<file path="src/rtl/axi_timer_averager_poller_if.sv">
// AXI4-Lite point-to-point link between the timer-averager poller (master)
// and the averager register bank (slave).
interface axi_timer_averager_poller_if #(
    parameter int ADDR_WIDTH = 32,
    parameter int DATA_WIDTH = 32
);
    logic [ADDR_WIDTH-1:0]   AWADDR;
    logic [2:0]              AWPROT;
    logic                    AWVALID;
    logic                    AWREADY;
    logic [DATA_WIDTH-1:0]   WDATA;
    logic [DATA_WIDTH/8-1:0] WSTRB;
    logic                    WVALID;
    logic                    WREADY;
    logic [1:0]              BRESP;
    logic                    BVALID;
    logic                    BREADY;
    logic [ADDR_WIDTH-1:0]   ARADDR;
    logic [2:0]              ARPROT;
    logic                    ARVALID;
    logic                    ARREADY;
    logic [DATA_WIDTH-1:0]   RDATA;
    logic [1:0]              RRESP;
    logic                    RVALID;
    logic                    RREADY;

    modport master (
        output AWADDR, AWPROT, AWVALID, input AWREADY,
        output WDATA, WSTRB, WVALID, input WREADY,
        input BRESP, BVALID, output BREADY,
        output ARADDR, ARPROT, ARVALID, input ARREADY,
        input RDATA, RRESP, RVALID, output RREADY
    );

    modport slave (
        input AWADDR, AWPROT, AWVALID, output AWREADY,
        input WDATA, WSTRB, WVALID, output WREADY,
        output BRESP, BVALID, input BREADY,
        input ARADDR, ARPROT, ARVALID, output ARREADY,
        output RDATA, RRESP, RVALID, input RREADY
    );
endinterface

</file>
<file path="src/rtl/axi_timer_averager_poller.sv">
// AXI4-Lite master that turns fabric request pulses into fixed single-beat
// transaction sequences against the timer-averager register bank:
// STOP -> write 0x00, APPLY -> write 0x04, SNAP -> read 0x08/0x0C/0x10.
module axi_timer_averager_poller #(
    parameter int          M_AXI_LITE_DATA_WIDTH = 32,
    parameter int          M_AXI_LITE_ADDR_WIDTH = 32,
    parameter logic [31:0] BASE_ADDR             = 32'h0,
    parameter int          TIMEOUT_CYCLES        = 1024
) (
    input  logic        CLK,
    input  logic        RESETN,
    input  logic        REQ_STOP,
    input  logic        REQ_APPLY,
    input  logic        REQ_SNAP,
    input  logic        CFG_ENABLE,
    input  logic [4:0]  CFG_LIMIT,
    input  logic        ERR_CLEAR,
    output logic [63:0] SNAP_AVG,
    output logic [31:0] SNAP_COUNT,
    output logic        SNAP_VALID,
    output logic        BUSY,
    output logic        ERR_RESP,
    output logic        ERR_TIMEOUT,
    axi_timer_averager_poller_if.master M_AXI_LITE
);

    localparam int AW = M_AXI_LITE_ADDR_WIDTH;
    localparam int DW = M_AXI_LITE_DATA_WIDTH;
    localparam int TW = $clog2(TIMEOUT_CYCLES + 1);
    localparam logic [TW-1:0] TMO_LAST = TW'(TIMEOUT_CYCLES - 1);

    typedef enum logic [2:0] {
        S_IDLE, S_WR, S_WR_RESP, S_RD_ADDR, S_RD_DATA, S_DONE
    } state_t;

    typedef enum logic [1:0] {OP_STOP, OP_APPLY, OP_SNAP} op_t;

    // Register address = base + offset, wrapped to the bus address width.
    function automatic logic [AW-1:0] reg_addr(input logic [7:0] offset);
        logic [31:0] sum;
        sum = BASE_ADDR + {24'h0, offset};
        return AW'(sum);
    endfunction

    state_t          r_state;
    op_t             r_op;
    logic            r_pend_stop, r_pend_apply, r_pend_snap;
    logic [AW-1:0]   r_awaddr, r_araddr;
    logic [DW-1:0]   r_wdata;
    logic            r_awvalid, r_wvalid, r_aw_done, r_w_done, r_bready;
    logic            r_arvalid, r_rready;
    logic [1:0]      r_slot;
    logic [DW-1:0]   r_cap0, r_cap1, r_cap2;
    logic [63:0]     r_snap_avg;
    logic [31:0]     r_snap_count;
    logic            r_snap_valid;
    logic            r_err_resp, r_err_timeout;
    logic [TW-1:0]   r_tmo_cnt;

    logic w_idle, w_start_stop, w_start_apply, w_start_snap;
    logic w_aw_ok, w_w_ok, w_waiting, w_abort;

    // Arbitration in IDLE: STOP > APPLY > SNAP.
    assign w_idle        = (r_state == S_IDLE);
    assign w_start_stop  = w_idle && r_pend_stop;
    assign w_start_apply = w_idle && !r_pend_stop && r_pend_apply;
    assign w_start_snap  = w_idle && !r_pend_stop && !r_pend_apply && r_pend_snap;

    // A write channel counts as accepted once its handshake has happened,
    // either on an earlier cycle or on this one.
    assign w_aw_ok = r_aw_done || (r_awvalid && M_AXI_LITE.AWREADY);
    assign w_w_ok  = r_w_done  || (r_wvalid  && M_AXI_LITE.WREADY);

    // Flag cycles spent waiting on the slave; these feed the timeout counter.
    // NOTE: every always_comb output gets a default first so no latch is inferred.
    always_comb begin
        w_waiting = 1'b0;
        case (r_state)
            S_WR:      w_waiting = !(w_aw_ok && w_w_ok);
            S_WR_RESP: w_waiting = !M_AXI_LITE.BVALID;
            S_RD_ADDR: w_waiting = !M_AXI_LITE.ARREADY;
            S_RD_DATA: w_waiting = !M_AXI_LITE.RVALID;
            default:   w_waiting = 1'b0;
        endcase
    end

    assign w_abort = w_waiting && (r_tmo_cnt == TMO_LAST);

    // Latch request pulses; a pulse coinciding with its own start stays pending.
    // NOTE: clocked blocks use non-blocking assignments so every flop samples pre-edge values.
    always_ff @(posedge CLK or negedge RESETN) begin
        if (!RESETN) begin
            r_pend_stop  <= 1'b0;
            r_pend_apply <= 1'b0;
            r_pend_snap  <= 1'b0;
        end else begin
            r_pend_stop  <= (r_pend_stop  && !w_start_stop)  || REQ_STOP;
            r_pend_apply <= (r_pend_apply && !w_start_apply) || REQ_APPLY;
            r_pend_snap  <= (r_pend_snap  && !w_start_snap)  || REQ_SNAP;
        end
    end

    // Sequencer FSM: drives the AXI channels, captures read data, tracks errors.
    always_ff @(posedge CLK or negedge RESETN) begin
        if (!RESETN) begin
            r_state       <= S_IDLE;
            r_op          <= OP_STOP;
            r_awaddr      <= '0;
            r_araddr      <= '0;
            r_wdata       <= '0;
            r_awvalid     <= 1'b0;
            r_wvalid      <= 1'b0;
            r_aw_done     <= 1'b0;
            r_w_done      <= 1'b0;
            r_bready      <= 1'b0;
            r_arvalid     <= 1'b0;
            r_rready      <= 1'b0;
            r_slot        <= 2'd0;
            // NOTE: capture words are reset too, so a snapshot never exposes stale data.
            r_cap0        <= '0;
            r_cap1        <= '0;
            r_cap2        <= '0;
            r_snap_avg    <= '0;
            r_snap_count  <= '0;
            r_snap_valid  <= 1'b0;
            r_err_resp    <= 1'b0;
            r_err_timeout <= 1'b0;
            r_tmo_cnt     <= '0;
        end else begin
            r_snap_valid <= 1'b0;
            // Counter restarts on every state change because transitions only
            // happen on cycles that are not waiting.
            r_tmo_cnt    <= w_waiting ? r_tmo_cnt + 1'b1 : '0;

            // Clear comes first so a same-cycle error set below wins.
            if (ERR_CLEAR) begin
                r_err_resp    <= 1'b0;
                r_err_timeout <= 1'b0;
            end

            case (r_state)
                S_IDLE: begin
                    if (w_start_stop) begin
                        r_op      <= OP_STOP;
                        r_awaddr  <= reg_addr(8'h00);
                        r_wdata   <= DW'(32'h1);
                        r_awvalid <= 1'b1;
                        r_wvalid  <= 1'b1;
                        r_aw_done <= 1'b0;
                        r_w_done  <= 1'b0;
                        r_state   <= S_WR;
                    end else if (w_start_apply) begin
                        r_op      <= OP_APPLY;
                        r_awaddr  <= reg_addr(8'h04);
                        r_wdata   <= DW'({19'b0, CFG_LIMIT, 7'b0, CFG_ENABLE});
                        r_awvalid <= 1'b1;
                        r_wvalid  <= 1'b1;
                        r_aw_done <= 1'b0;
                        r_w_done  <= 1'b0;
                        r_state   <= S_WR;
                    end else if (w_start_snap) begin
                        r_op      <= OP_SNAP;
                        r_araddr  <= reg_addr(8'h08);
                        r_arvalid <= 1'b1;
                        r_slot    <= 2'd0;
                        r_state   <= S_RD_ADDR;
                    end
                end

                S_WR: begin
                    if (r_awvalid && M_AXI_LITE.AWREADY) begin
                        r_awvalid <= 1'b0;
                        r_aw_done <= 1'b1;
                    end
                    if (r_wvalid && M_AXI_LITE.WREADY) begin
                        r_wvalid <= 1'b0;
                        r_w_done <= 1'b1;
                    end
                    if (w_aw_ok && w_w_ok) begin
                        r_bready <= 1'b1;
                        r_state  <= S_WR_RESP;
                    end
                end

                S_WR_RESP: begin
                    if (M_AXI_LITE.BVALID) begin
                        r_bready <= 1'b0;
                        if (M_AXI_LITE.BRESP != 2'b00) r_err_resp <= 1'b1;
                        r_state <= S_DONE;
                    end
                end

                S_RD_ADDR: begin
                    if (M_AXI_LITE.ARREADY) begin
                        r_arvalid <= 1'b0;
                        r_rready  <= 1'b1;
                        r_state   <= S_RD_DATA;
                    end
                end

                S_RD_DATA: begin
                    if (M_AXI_LITE.RVALID) begin
                        r_rready <= 1'b0;
                        if (M_AXI_LITE.RRESP != 2'b00) r_err_resp <= 1'b1;
                        case (r_slot)
                            2'd0:    r_cap0 <= M_AXI_LITE.RDATA;
                            2'd1:    r_cap1 <= M_AXI_LITE.RDATA;
                            default: r_cap2 <= M_AXI_LITE.RDATA;
                        endcase
                        if (r_slot == 2'd2) begin
                            r_state <= S_DONE;
                        end else begin
                            r_slot    <= r_slot + 2'd1;
                            r_araddr  <= (r_slot == 2'd0) ? reg_addr(8'h0C) : reg_addr(8'h10);
                            r_arvalid <= 1'b1;
                            r_state   <= S_RD_ADDR;
                        end
                    end
                end

                S_DONE: begin
                    if (r_op == OP_SNAP) begin
                        r_snap_avg   <= {r_cap1, r_cap0};
                        r_snap_count <= r_cap2;
                        r_snap_valid <= 1'b1;
                    end
                    r_state <= S_IDLE;
                end

                default: r_state <= S_IDLE;
            endcase

            // Hung-slave recovery overrides whatever the state branch chose.
            if (w_abort) begin
                r_awvalid     <= 1'b0;
                r_wvalid      <= 1'b0;
                r_bready      <= 1'b0;
                r_arvalid     <= 1'b0;
                r_rready      <= 1'b0;
                r_err_timeout <= 1'b1;
                r_state       <= S_IDLE;
            end
        end
    end

    assign M_AXI_LITE.AWADDR  = r_awaddr;
    assign M_AXI_LITE.AWPROT  = 3'b000;
    assign M_AXI_LITE.AWVALID = r_awvalid;
    assign M_AXI_LITE.WDATA   = r_wdata;
    assign M_AXI_LITE.WSTRB   = '1;
    assign M_AXI_LITE.WVALID  = r_wvalid;
    assign M_AXI_LITE.BREADY  = r_bready;
    assign M_AXI_LITE.ARADDR  = r_araddr;
    assign M_AXI_LITE.ARPROT  = 3'b000;
    assign M_AXI_LITE.ARVALID = r_arvalid;
    assign M_AXI_LITE.RREADY  = r_rready;

    assign SNAP_AVG    = r_snap_avg;
    assign SNAP_COUNT  = r_snap_count;
    assign SNAP_VALID  = r_snap_valid;
    assign BUSY        = (r_state != S_IDLE);
    assign ERR_RESP    = r_err_resp;
    assign ERR_TIMEOUT = r_err_timeout;

endmodule

</file>
<file path="src/flat_wrapper.sv">
// flat-port wrapper written by rule: the top's interface ports become plain ports
module axi_timer_averager_poller_flat 
#(
    parameter int          M_AXI_LITE_DATA_WIDTH = 32,
    parameter int          M_AXI_LITE_ADDR_WIDTH = 32,
    parameter logic [31:0] BASE_ADDR             = 32'h0,
    parameter int          TIMEOUT_CYCLES        = 1024
)
  (CLK, RESETN, REQ_STOP, REQ_APPLY, REQ_SNAP, CFG_ENABLE, CFG_LIMIT, ERR_CLEAR, SNAP_AVG, SNAP_COUNT, SNAP_VALID, BUSY, ERR_RESP, ERR_TIMEOUT, M_AXI_LITE_AWADDR, M_AXI_LITE_AWPROT, M_AXI_LITE_AWVALID, M_AXI_LITE_AWREADY, M_AXI_LITE_WDATA, M_AXI_LITE_WSTRB, M_AXI_LITE_WVALID, M_AXI_LITE_WREADY, M_AXI_LITE_BRESP, M_AXI_LITE_BVALID, M_AXI_LITE_BREADY, M_AXI_LITE_ARADDR, M_AXI_LITE_ARPROT, M_AXI_LITE_ARVALID, M_AXI_LITE_ARREADY, M_AXI_LITE_RDATA, M_AXI_LITE_RRESP, M_AXI_LITE_RVALID, M_AXI_LITE_RREADY);
  axi_timer_averager_poller_if #(.ADDR_WIDTH(32), .DATA_WIDTH(32)) M_AXI_LITE_i ();
  input  logic CLK;
  input  logic RESETN;
  input  logic REQ_STOP;
  input  logic REQ_APPLY;
  input  logic REQ_SNAP;
  input  logic CFG_ENABLE;
  input  logic [4:0] CFG_LIMIT;
  input  logic ERR_CLEAR;
  output logic [63:0] SNAP_AVG;
  output logic [31:0] SNAP_COUNT;
  output logic SNAP_VALID;
  output logic BUSY;
  output logic ERR_RESP;
  output logic ERR_TIMEOUT;
  output wire logic [$bits(M_AXI_LITE_i.AWADDR)-1:0] M_AXI_LITE_AWADDR;
  output wire logic [$bits(M_AXI_LITE_i.AWPROT)-1:0] M_AXI_LITE_AWPROT;
  output wire logic [$bits(M_AXI_LITE_i.AWVALID)-1:0] M_AXI_LITE_AWVALID;
  input wire logic [$bits(M_AXI_LITE_i.AWREADY)-1:0] M_AXI_LITE_AWREADY;
  output wire logic [$bits(M_AXI_LITE_i.WDATA)-1:0] M_AXI_LITE_WDATA;
  output wire logic [$bits(M_AXI_LITE_i.WSTRB)-1:0] M_AXI_LITE_WSTRB;
  output wire logic [$bits(M_AXI_LITE_i.WVALID)-1:0] M_AXI_LITE_WVALID;
  input wire logic [$bits(M_AXI_LITE_i.WREADY)-1:0] M_AXI_LITE_WREADY;
  input wire logic [$bits(M_AXI_LITE_i.BRESP)-1:0] M_AXI_LITE_BRESP;
  input wire logic [$bits(M_AXI_LITE_i.BVALID)-1:0] M_AXI_LITE_BVALID;
  output wire logic [$bits(M_AXI_LITE_i.BREADY)-1:0] M_AXI_LITE_BREADY;
  output wire logic [$bits(M_AXI_LITE_i.ARADDR)-1:0] M_AXI_LITE_ARADDR;
  output wire logic [$bits(M_AXI_LITE_i.ARPROT)-1:0] M_AXI_LITE_ARPROT;
  output wire logic [$bits(M_AXI_LITE_i.ARVALID)-1:0] M_AXI_LITE_ARVALID;
  input wire logic [$bits(M_AXI_LITE_i.ARREADY)-1:0] M_AXI_LITE_ARREADY;
  input wire logic [$bits(M_AXI_LITE_i.RDATA)-1:0] M_AXI_LITE_RDATA;
  input wire logic [$bits(M_AXI_LITE_i.RRESP)-1:0] M_AXI_LITE_RRESP;
  input wire logic [$bits(M_AXI_LITE_i.RVALID)-1:0] M_AXI_LITE_RVALID;
  output wire logic [$bits(M_AXI_LITE_i.RREADY)-1:0] M_AXI_LITE_RREADY;
  assign M_AXI_LITE_AWADDR = M_AXI_LITE_i.AWADDR;
  assign M_AXI_LITE_AWPROT = M_AXI_LITE_i.AWPROT;
  assign M_AXI_LITE_AWVALID = M_AXI_LITE_i.AWVALID;
  assign M_AXI_LITE_i.AWREADY = M_AXI_LITE_AWREADY;
  assign M_AXI_LITE_WDATA = M_AXI_LITE_i.WDATA;
  assign M_AXI_LITE_WSTRB = M_AXI_LITE_i.WSTRB;
  assign M_AXI_LITE_WVALID = M_AXI_LITE_i.WVALID;
  assign M_AXI_LITE_i.WREADY = M_AXI_LITE_WREADY;
  assign M_AXI_LITE_i.BRESP = M_AXI_LITE_BRESP;
  assign M_AXI_LITE_i.BVALID = M_AXI_LITE_BVALID;
  assign M_AXI_LITE_BREADY = M_AXI_LITE_i.BREADY;
  assign M_AXI_LITE_ARADDR = M_AXI_LITE_i.ARADDR;
  assign M_AXI_LITE_ARPROT = M_AXI_LITE_i.ARPROT;
  assign M_AXI_LITE_ARVALID = M_AXI_LITE_i.ARVALID;
  assign M_AXI_LITE_i.ARREADY = M_AXI_LITE_ARREADY;
  assign M_AXI_LITE_i.RDATA = M_AXI_LITE_RDATA;
  assign M_AXI_LITE_i.RRESP = M_AXI_LITE_RRESP;
  assign M_AXI_LITE_i.RVALID = M_AXI_LITE_RVALID;
  assign M_AXI_LITE_RREADY = M_AXI_LITE_i.RREADY;
  axi_timer_averager_poller #(.M_AXI_LITE_DATA_WIDTH(M_AXI_LITE_DATA_WIDTH), .M_AXI_LITE_ADDR_WIDTH(M_AXI_LITE_ADDR_WIDTH), .BASE_ADDR(BASE_ADDR), .TIMEOUT_CYCLES(TIMEOUT_CYCLES)) u_core (.CLK(CLK), .RESETN(RESETN), .REQ_STOP(REQ_STOP), .REQ_APPLY(REQ_APPLY), .REQ_SNAP(REQ_SNAP), .CFG_ENABLE(CFG_ENABLE), .CFG_LIMIT(CFG_LIMIT), .ERR_CLEAR(ERR_CLEAR), .SNAP_AVG(SNAP_AVG), .SNAP_COUNT(SNAP_COUNT), .SNAP_VALID(SNAP_VALID), .BUSY(BUSY), .ERR_RESP(ERR_RESP), .ERR_TIMEOUT(ERR_TIMEOUT), .M_AXI_LITE(M_AXI_LITE_i));
endmodule
</file>
<file path="config.mk">
export PLATFORM = sky130hd
export DESIGN_NAME = axi_timer_averager_poller_flat
export DESIGN_NICKNAME = d
export VERILOG_FILES = /design/src/rtl/axi_timer_averager_poller_if.sv /design/src/rtl/axi_timer_averager_poller.sv /design/src/flat_wrapper.sv
export SDC_FILE = /design/constraint.sdc
export NUM_CORES = 1
export LEC_CHECK = 0
export ABC_AREA = 1
export CAP_MARGIN = 30
export CORE_MARGIN = 5
export CORE_UTILIZATION = 48
export CTS_CLUSTER_SIZE = 24
export DETAILED_ROUTE_END_ITERATION = 6
export GPL_ROUTABILITY_DRIVEN = 0
export PLACE_DENSITY = 0.87
export SYNTH_ARGS = -nofsm -noshare
export SYNTH_HDL_FRONTEND = slang
export SYNTH_SLANG_ARGS = --single-unit
</file>
<file path="constraint.sdc">
create_clock -name CLK -period 2.2 [get_ports CLK]
set_input_delay 0.44 -clock CLK [delete_from_list [all_inputs] [get_ports CLK]]
set_output_delay 0.44 -clock CLK [all_outputs]
set_load 0.05 [all_outputs]
</file>
==> results.sh, run 1 <==
export IMPL_timing_hold_violations_final=0
export IMPL_io_buffers=167
export IMPL_drive_gt1_share_pct=5.25
export IMPL_wl_per_cell_microns=14.5
export IMPL_place_inst=1477
export IMPL_cp_start_kind="register"
export IMPL_cts_max_level=1
export IMPL_rows=51
export IMPL_area_delta_synth_final_pct=25.9
export IMPL_grt_start_max_net_pins=72
export IMPL_rr_endpoint="u_core.r_state[2]$_DFFE_PN0P_"
export IMPL_power_frac_seq_pct=43.7
export IMPL_power_mw=13.2
export IMPL_layout_common_cells="nand2_1 (435), dfrtp_1 (233), clkdlybuf4s50_1 (161), o21ai_0 (112), conb_1 (96)"
export IMPL_insertion_delay_ns=0.51
export IMPL_synth_top_area_cell="dfrtp_1"
export IMPL_whs_ns=0.417
export IMPL_status="finished, final reports clean"
export IMPL_grt_usage_pct=18.7
export IMPL_placement_cell_area_sq_mm=0.0113
export IMPL_diodes=0
export IMPL_yosysUniqueCellTypes=24
export IMPL_ys_warn_count=0
export IMPL_dieArea_sq_mm=0.0231
export IMPL_internal_power_mw=8.66
export IMPL_routed_wl_mm=22.1
export IMPL_grt_first_pass_wirelength_mm=36.6
export IMPL_syn_avg_cell_area_sq_um=9.01
export IMPL_clkSlewWorstSetupHoldPaths_ns=0.06
export IMPL_topRoutingLayerUsed="met4"
export IMPL_start_util_pct=49.2
export IMPL_netlist_instances=1072
export IMPL_cts_buffer_depth=3
export IMPL_yosys_register_bits=233
export IMPL_drc=0
export IMPL_wl_met3_mm=1.43
export IMPL_critPathArrivalTime_ns=1.71
export IMPL_die_y_microns=152
export IMPL_synth_seq_area_share_pct=60.4
export IMPL_ioPinCount=264
export IMPL_rr_startpoint="u_core.r_state[0]$_DFFE_PN0P_"
export IMPL_fin_cells=1522
export IMPL_overflow=0
export IMPL_yosysTopAreaCellShare_pct=60.4
export IMPL_final_min_clock_period_ns=2.15
export IMPL_cp_top_family="buffers and inverters"
export IMPL_crit_chain="clkdlybuf4s50_1"
export IMPL_ant_nets=0
export IMPL_cp_required_ns=1.76
export IMPL_dr_pass1_iters=5
export IMPL_cts_root_buf="clkbuf_16"
export IMPL_final_common_cell="nand2_1"
export IMPL_vias_per_cell=4.68
export IMPL_synth_area_leaders="dfrtp_1 (60%), nand2_1 (17%), buf_4 (7.5%)"
export IMPL_synth_area_sq_mm=0.00966
export IMPL_tns_ns=0
export IMPL_wirelength_met1_mm=9.33
export IMPL_reg2reg_depth=9
export IMPL_crit_type="register to output port"
export IMPL_slew_headroom_pct=60.6
export IMPL_chipWidth_microns=152
export IMPL_final_max_slew_violation_count=0
export IMPL_dr_wl_met2_mm=10.9
export IMPL_final_setup_skew_ns=0.0181
export IMPL_r2r_setup_slack_ns=0.30
export IMPL_cts_tree="yes"
export IMPL_grt_pass1_vias=7149
export IMPL_drtIter0Drc=354
export IMPL_powerDensity_mw_per_mm2=1080
export IMPL_pwr_share_comb_pct=25.8
export IMPL_crit_path_end_kind="output port"
export IMPL_rsz0062_at_grt="false"
export IMPL_vdd_drop_max_mv=0.814
export IMPL_worst_path_max_fanout=2
export IMPL_p_sw_mw=4.50
export IMPL_slowest_delay_ns=0.82
export IMPL_cts_buffers_inserted=24
export IMPL_dp_hpwl_mm=15.1
export IMPL_vias=7129
export IMPL_cts_sinks=233
export IMPL_setup_viol=0
export IMPL_core_area_sq_mm=0.0197
export IMPL_max_freq_ghz=0.465
export IMPL_cpMaxStageDelayCell="clkdlybuf4s50_1"
export IMPL_fin_crit_sh_pct=97.8
export IMPL_path_buf_inv=1
export IMPL_p_leak_nw=6.36
export IMPL_maxCapViolCount=0
export IMPL_final_area_sq_mm=0.0122
export IMPL_pwr_share_clk_pct=30.4
export IMPL_swShare_pct=34.2
export IMPL_final_nets=1296
export IMPL_worst_pin_slew_ns=0.589
export IMPL_antenna_found_initial=0
export IMPL_hp_class="primary input to async pin"
routing by layer:
metal / vias to the layer above / GRT usage (%)
li1: 3456 / -
met2: 243 / 32.3
met3: 23 / 3.52
met5: - / 0
met4: 0 / 4.54
met1: 3407 / 24.6
state kept, by name, indices dropped and copies added (netlist names), 6 cells and up:
register and cells:
u_core.SNAP_COUNT 32, u_core.r_cap0 32, u_core.r_cap1 32, u_core.r_cap2 32
u_core.SNAP_AVG 64, u_core.M_AXI_LITE.WDATA 6, u_core.r_tmo_cnt 11
power by group through the flow:
stage / Combinational (mW) / Clock (mW) / Sequential (mW)
final: 3.40 / 4.00 / 5.75
after global routing: 3.75 / 4.32 / 5.86
after CTS: 3.42 / 4.11 / 5.75
after detailed placement: 3.39 / 0 / 5.81
after global placement: 3.28 / 0 / 5.77
after floorplan: 1.83 / 0 / 6.37
layout make-up:
class | count | area (sq um)
Clock buffer | 34 | 719
Sequential cell | 233 | 5830
Timing Repair Buffer | 183 | 1890
Inverter | 68 | 256
Tap cell | 265 | 332
Fill cell | 1615 | 7490
Clock inverter | 10 | 81.3
Multi-Input combinational cell | 729 | 3050
cells by family (layout without fill, tap and decap cells):
logic type	Yosys count	in the layout	share of synthesized area (%)
AO/OA/AOI/OAI	134	134	7.37
XOR/XNOR	4	4	0.363
adder cells (fa/ha/maj)	4	4	0.518
buffers and inverters	204	295	11.8
flip-flops	233	233	60.4
other	2	96	0.0777
AND/OR/NAND/NOR	491	491	19.5
worst reg2reg max path, delay by kind of cell (launching register included):
kind,cells,cell delay [ns]
DFF,1,0.45
and+or+nand+nor,8,1.25
buffers and inverters,1,0.10
timing repair:
item / CTS / global route
hold endpoints to repair: 42 / 0
hold buffers: 1 / 0
buffers inserted: 0 / 0
endpoints found under the setup margin: 0 / 4
gates resized for setup: 0 / 4
worst max-delay path by stage:
stage               slack (ns)                                    start  cells past startpoint                              endpoint
floorplan                 0.40            u_core.r_state[0]$_DFFE_PN0P_                      9         u_core.r_state[2]$_DFFE_PN0P_
global placement          0.18                       M_AXI_LITE_AWREADY                     10  u_core.M_AXI_LITE.RREADY$_DFFE_PN0P_
detailed placement        0.08                       M_AXI_LITE_AWREADY                      9         u_core.r_state[2]$_DFFE_PN0P_
CTS                       0.01  u_core.M_AXI_LITE.ARADDR[2]$_DFFE_PN0P_                      1                  M_AXI_LITE_ARADDR[2]
global route             0.001           u_core.SNAP_AVG[7]$_DFFE_PN0P_                      1                           SNAP_AVG[7]
finish                    0.05          u_core.SNAP_AVG[32]$_DFFE_PN0P_                      1                          SNAP_AVG[32]
synth_stat cells:
cell type and number:
buf_2 11, o21ai_0 112, o31ai_1 2, a21oi_1 7
nand2_1 438, a22o_1 5, conb_1 2, o21ai_1 1
xor2_1 3, ha_1 4, nor2_2 1, nor3_1 3
o21bai_1 3, clkbuf_1 29, nand3_1 9, o211ai_1 4
buf_4 96, inv_1 65, xnor2_1 1, nand3b_1 2
nor4_4 1, nor2_1 37, dfrtp_1 233, inv_2 3
through the flow:
step / worst slack [ns] / utilization [%]
floorplan: 0.397 / -
global placement: 0.179 / 57.7
detailed placement: 0.0800 / 57.7
CTS: 0.0117 / 61.8
global route: 0.00117 / 61.9
finish: 0.0476 / 61.9
Note: power is estimated with default switching activity, not from simulation.
==> inputs of run 2 (changes only) <==
--- a/config.mk
+++ b/config.mk
@@ -7,7 +7,7 @@
 export LEC_CHECK = 0
 export ABC_AREA = 1
 export CAP_MARGIN = 30
-export CORE_MARGIN = 5
+export CORE_MARGIN = 3
 export CORE_UTILIZATION = 48
 export CTS_CLUSTER_SIZE = 24
 export DETAILED_ROUTE_END_ITERATION = 6
==> results.sh, run 2 (synthesis gave the netlist of run 1 again) <==
export IMPL_routed_wl_mm=22.1
export IMPL_use_met3_pct=3.86
export IMPL_cpMaxStageDelayCell="clkdlybuf4s50_1"
export IMPL_whs_ns=0.469
export IMPL_grt_usage_pct=20.1
export IMPL_cts_root_buf="clkbuf_16"
export IMPL_final_max_slew_violation_count=0
export IMPL_slowest_delay_ns=0.82
export IMPL_cts_buffers_inserted=25
export IMPL_overflow=0
export IMPL_rsz0062_at_grt="false"
export IMPL_final_nets=1298
export IMPL_wl_per_cell_microns=14.5
export IMPL_internal_power_mw=9.14
export IMPL_clkSlewWorstSetupHoldPaths_ns=0.06
export IMPL_drive_gt1_share_pct=5.41
export IMPL_area_delta_synth_final_pct=27.1
export IMPL_p_sw_mw=4.57
export IMPL_worst_pin_slew_ns=0.691
export IMPL_powerDensity_mw_per_mm2=1120
export IMPL_grt_start_max_net_pins=98
export IMPL_status="finished, final reports clean"
export IMPL_cp_start_kind="register"
export IMPL_layout_common_cells="nand2_1 (435), dfrtp_1 (233), clkdlybuf4s50_1 (154), o21ai_0 (112), conb_1 (96)"
export IMPL_drtIter0Drc=509
export IMPL_cts_setup_buffers=0
export IMPL_final_min_clock_period_ns=2.15
export IMPL_cts_tree="yes"
export IMPL_crit_path_end_kind="output port"
export IMPL_max_freq_ghz=0.466
export IMPL_busiest_layer="met2"
export IMPL_grt_pass1_vias=7403
export IMPL_chipWidth_microns=148
export IMPL_core_area_sq_mm=0.0196
export IMPL_final_setup_skew_ns=0.0132
export IMPL_placement_cell_area_sq_mm=0.0113
export IMPL_vias=7305
export IMPL_vdd_drop_max_mv=0.896
export IMPL_dp_hpwl_mm=14.7
export IMPL_p_leak_nw=6.51
export IMPL_slew_headroom_pct=53.9
export IMPL_diodes=0
export IMPL_critPathArrivalTime_ns=1.71
export IMPL_worst_path_max_fanout=2
export IMPL_insertion_delay_ns=0.50
export IMPL_rows=51
export IMPL_crit_chain="clkdlybuf4s50_1"
export IMPL_dieArea_sq_mm=0.0219
export IMPL_cp_required_ns=1.76
export IMPL_ioPinCount=264
export IMPL_die_y_microns=148
export IMPL_r2r_setup_slack_ns=0.31
export IMPL_dr_pass1_iters=7
export IMPL_hp_class="register to register"
export IMPL_use_met2_pct=34.7
export IMPL_swShare_pct=33.4
export IMPL_maxCapViolCount=0
export IMPL_cts_buffer_depth=3
export IMPL_start_util_pct=49.3
export IMPL_antenna_found_initial=1
export IMPL_largest_reg_flops=64
export IMPL_setup_viol=0
export IMPL_io_buffers=167
export IMPL_drc=0
export IMPL_cp_top_family="buffers and inverters"
export IMPL_cts_sinks=233
export IMPL_final_area_sq_mm=0.0123
export IMPL_pwr_share_comb_pct=25.3
export IMPL_power_frac_seq_pct=42.1
export IMPL_timing_hold_violations_final=0
export IMPL_pwr_share_clk_pct=32.6
export IMPL_cts_max_level=1
export IMPL_vias_per_cell=4.80
export IMPL_grt_first_pass_wirelength_mm=36.7
export IMPL_fin_crit_sh_pct=97.5
export IMPL_path_buf_inv=1
export IMPL_final_common_cell="nand2_1"
export IMPL_crit_type="register to output port"
export IMPL_tns_ns=0
export IMPL_use_met1_pct=26.4
export IMPL_ant_nets=0
-- run 2: changes by cell type in the layout (fill, tap and decap cells not counted), sizes merged --
cell           before  now
clkinvlp            1    0
bufinv              1    5
clkdlybuf4s50     161  154
buf                17   19
dlymetal6s2s        4   10
inv                67   68
clkinv              9    5
-- run 2: worst paths after layout --
check / from / endpoint / cells after the start
max: u_core.SNAP_AVG[63]$_DFFE_PN0P_ / SNAP_AVG[63] / 1
min: u_core.r_cap0[13]$_DFFE_PN0P_ / u_core.SNAP_AVG[13]$_DFFE_PN0P_ / 2
max reg2reg: u_core.r_state[0]$_DFFE_PN0P_ / u_core.r_slot[0]$_DFFE_PN0P_ / 9
min reg2reg: u_core.r_cap0[13]$_DFFE_PN0P_ / u_core.SNAP_AVG[13]$_DFFE_PN0P_ / 2
max in group asynchronous: RESETN / u_core.r_slot[1]$_DFFE_PN0P_ / 3
min in group asynchronous: RESETN / u_core.r_cap0[14]$_DFFE_PN0P_ / 2
-- run 2: worst reg2reg max path: stages, from the launching register on --
cell and delay, ns:
dfrtp_1 0.48, nor2_2 0.11, nand2_1 0.17, inv_1 0.10, o31ai_1 0.15, nand2_1 0.15
nor2_1 0.24, nand2_1 0.20, nand2_1 0.09, o21ai_0 0.08
-- run 2: final cells by class --
type                            instances  area [sq um]
Sequential cell                       233          5830
Timing Repair Buffer                  184          1910
Multi-Input combinational cell        729          3050
Clock inverter                         10           179
Tap cell                              265           332
Fill cell                            1551          7320
Clock buffer                           34           709
Inverter                               68           256
-- run 2: layer usage --
layer,part of all wire (%),wire [microns],vias to the layer above
met4,1.8,396,2
met2,50,11000,291
met3,7.2,1590,38
met1,41,9110,3517
li1,-,-,3457
met5,0.059,13,-
-- run 2: stage by stage --
step           cells  power [mW]  util [%]  setup WS, ns
2_1_floorplan   1166        8.20         -         0.397
3_3_place_gp    1478        9.09      57.9         0.174
3_5_place_dp    1478        9.26      57.9        0.0407
4_1_cts         1523        13.8      62.5       0.00612
5_1_grt         1523        14.5      62.7      0.000243
6_report        1523        13.7      62.7        0.0549
-- run 2: what timing repair did --
action / in CTS / in global routing
hold buffers: 1 / 0
resized for setup: 0 / 11
endpoints found under the hold margin: 69 / 0
setup endpoints to repair: 0 / 11
-- run 2: power by group through the flow --
stage	clock, mW	combinational, mW	sequential [mW]
2_1_floorplan	0	1.83	6.37
3_3_place_gp	0	3.31	5.78
3_5_place_dp	0	3.45	5.81
4_1_cts	4.57	3.49	5.76
5_1_grt	4.76	3.82	5.88
6_report	4.47	3.47	5.77
==> inputs of run 3 (changes only) <==
--- a/config.mk
+++ b/config.mk
@@ -7,12 +7,13 @@
 export LEC_CHECK = 0
 export ABC_AREA = 1
 export CAP_MARGIN = 30
+export CORE_ASPECT_RATIO = 0.5
 export CORE_MARGIN = 3
-export CORE_UTILIZATION = 48
+export CORE_UTILIZATION = 52
 export CTS_CLUSTER_SIZE = 24
 export DETAILED_ROUTE_END_ITERATION = 6
 export GPL_ROUTABILITY_DRIVEN = 0
-export PLACE_DENSITY = 0.87
+export PLACE_DENSITY = 0.92
 export SYNTH_ARGS = -nofsm -noshare
 export SYNTH_HDL_FRONTEND = slang
 export SYNTH_SLANG_ARGS = --single-unit
==> constraint.sdc (replaced) <==
create_clock -name CLK -period 2.5 [get_ports CLK]
set_input_delay 0.5 -clock CLK [delete_from_list [all_inputs] [get_ports CLK]]
set_output_delay 0.5 -clock CLK [all_outputs]
set_load 0.05 [all_outputs]
==> results.sh, run 3 (synthesis gave the netlist of run 1 again) <==
export IMPL_drc=0
export IMPL_insertion_delay_ns=0.50
export IMPL_critPathArrivalTime_ns=1.82
export IMPL_wl_per_cell_microns=14.7
export IMPL_rsz0062_at_grt="false"
export IMPL_die_y_microns=102
export IMPL_rows=34
export IMPL_cts_root_buf="clkbuf_16"
export IMPL_drive_gt1_share_pct=4.41
export IMPL_final_setup_skew_ns=0.0137
export IMPL_area_delta_synth_final_pct=23.6
export IMPL_dp_hpwl_mm=15.3
export IMPL_diodes=0
export IMPL_final_min_clock_period_ns=2.32
export IMPL_placement_cell_area_sq_mm=0.0112
export IMPL_routed_wl_mm=21.8
export IMPL_ioPinCount=264
export IMPL_pre_cts_slack_ns=0.301
export IMPL_tns_ns=0
export IMPL_p_sw_mw=3.96
export IMPL_final_common_cell="nand2_1"
export IMPL_dr_pass1_iters=5
export IMPL_grt_usage_pct=21.4
export IMPL_vdd_drop_max_mv=0.717
export IMPL_pwr_share_comb_pct=26.2
export IMPL_fin_ws_ns=0.178
export IMPL_min_from="u_core.r_tmo_cnt[0]$_DFF_PN0_"
export IMPL_cts_tree="yes"
export IMPL_fin_cells=1482
export IMPL_crit_path_end_kind="output port"
export IMPL_start_util_pct=54.3
export IMPL_core_area_sq_mm=0.0178
export IMPL_grt_pass1_vias=7311
export IMPL_cp_startpoint="u_core.r_state[0]$_DFFE_PN0P_"
export IMPL_powerDensity_mw_per_mm2=949
export IMPL_largest_reg_flops=64
export IMPL_status="finished, final reports clean"
export IMPL_slew_headroom_pct=59.5
export IMPL_vias=7349
export IMPL_crit_type="register to output port"
export IMPL_ant_nets=0
export IMPL_cts_sinks=233
export IMPL_layout_common_cells="nand2_1 (435), dfrtp_1 (233), clkdlybuf4s50_1 (165), o21ai_0 (112), conb_1 (96)"
export IMPL_cts_setup_buffers=0
export IMPL_grt_start_max_net_pins=76
export IMPL_vias_per_cell=4.96
export IMPL_timing_hold_violations_final=0
export IMPL_drtIter0Drc=508
export IMPL_swShare_pct=35.0
export IMPL_worst_path_max_fanout=6
export IMPL_r2r_setup_slack_ns=0.51
export IMPL_final_nets=1291
export IMPL_setup_viol=0
export IMPL_chipWidth_microns=199
export IMPL_final_area_sq_mm=0.0119
export IMPL_finalCoreUtilization_pct=67.2
export IMPL_max_freq_ghz=0.431
export IMPL_fin_crit_sh_pct=92.9
export IMPL_fillers=1360
export IMPL_place_inst=1444
export IMPL_antenna_found_initial=0
export IMPL_p_leak_nw=6.21
export IMPL_power_frac_seq_pct=45.0
export IMPL_cp_required_ns=2.00
export IMPL_internal_power_mw=7.36
export IMPL_cp_start_kind="register"
export IMPL_clkSlewWorstSetupHoldPaths_ns=0.07
export IMPL_rr_startpoint="u_core.r_state[0]$_DFFE_PN0P_"
export IMPL_maxCapViolCount=0
export IMPL_final_max_slew_violation_count=0
export IMPL_dieArea_sq_mm=0.0203
export IMPL_grt_first_pass_wirelength_mm=35.4
export IMPL_io_buffers=167
export IMPL_pwr_share_clk_pct=28.8
export IMPL_cts_buffers_inserted=21
export IMPL_overflow=0
export IMPL_cts_max_level=1
export IMPL_hp_class="register to register"
export IMPL_cts_buffer_depth=3
export IMPL_worst_pin_slew_ns=0.607
## run 3: cell types whose count changed in the layout (fill, tap and decap cells not counted)
cell             delta
buf_12              -4
buf_4               -1
bufinv_16           -3
clkbuf_16           -4
clkbuf_8            -1
clkdlybuf4s50_1    +11
clkinv_2            -1
clkinvlp_4          +1
dlygate4sd2_1       +1
dlymetal6s2s_1     -10
inv_2               +1
nor2_1              +1
nor2_2              -1
## run 3: worst max-delay path, cell delays in order, from the launching register on
cell and delay (ns):
dfrtp_1 0.45, nor2_1 0.23, nand2_1 0.18, dlygate4sd2_1 0.47
## run 3: worst paths after layout
| check | to | depth (start not counted) |
|---|---|---|
| min reg2reg | u_core.r_tmo_cnt[0]$_DFF_PN0_ | 1 |
| min | u_core.r_tmo_cnt[0]$_DFF_PN0_ | 1 |
| max reg2reg | u_core.r_cap0[26]$_DFFE_PN0P_ | 9 |
| max | BUSY | 3 |
| max in group asynchronous | u_core.SNAP_COUNT[4]$_DFFE_PN0P_ | 3 |
| min in group asynchronous | u_core.SNAP_AVG[51]$_DFFE_PN0P_ | 2 |
## run 3: layer usage
layer  part of all wire, %  global-route usage (%)
met5                     0                       0
met4                   2.4                    6.47
met2                    50                    38.4
met3                   6.9                    4.02
met1                    40                    26.8
## run 3: what timing repair did
action / in CTS / in global routing
resized for setup: 1 / 0
endpoints found under the setup margin: 1 / 0
hold buffers: 1 / 0
hold endpoints to repair: 36 / 0
## run 3: cell type report
| class | count | area (sq um) | share of cell area [%] |
|---|---|---|---|
| clock inverter | 8 | 96.3 | 0.807 |
| timing repair buffer | 181 | 1820 | 15.2 |
| clock buffer | 29 | 596 | 4.99 |
| multi-input combinational | 729 | 3050 | 25.5 |
| sequential | 233 | 5830 | 48.8 |
| inverter | 68 | 255 | 2.14 |
| tap | 234 | 293 | 2.45 |
## run 3: power by group through the flow
stage	clock network [mW]	logic, mW	registers [mW]
global placement	0	2.84	5.10
finish	3.26	2.97	5.09
floorplan	0	1.61	5.60
global route	3.49	3.27	5.18
detailed placement	0	2.97	5.14
CTS	3.31	2.99	5.09
## run 3: per-stage QoR
| stage | power [mW] | hold slack [ns] |
|---|---|---|
| after floorplan | 7.21 | 0.204 |
| after global placement | 7.93 | 0.445 |
| after detailed placement | 8.12 | 0.456 |
| after CTS | 11.4 | 0.465 |
| after global routing | 11.9 | 0.483 |
| final | 11.3 | 0.462 |
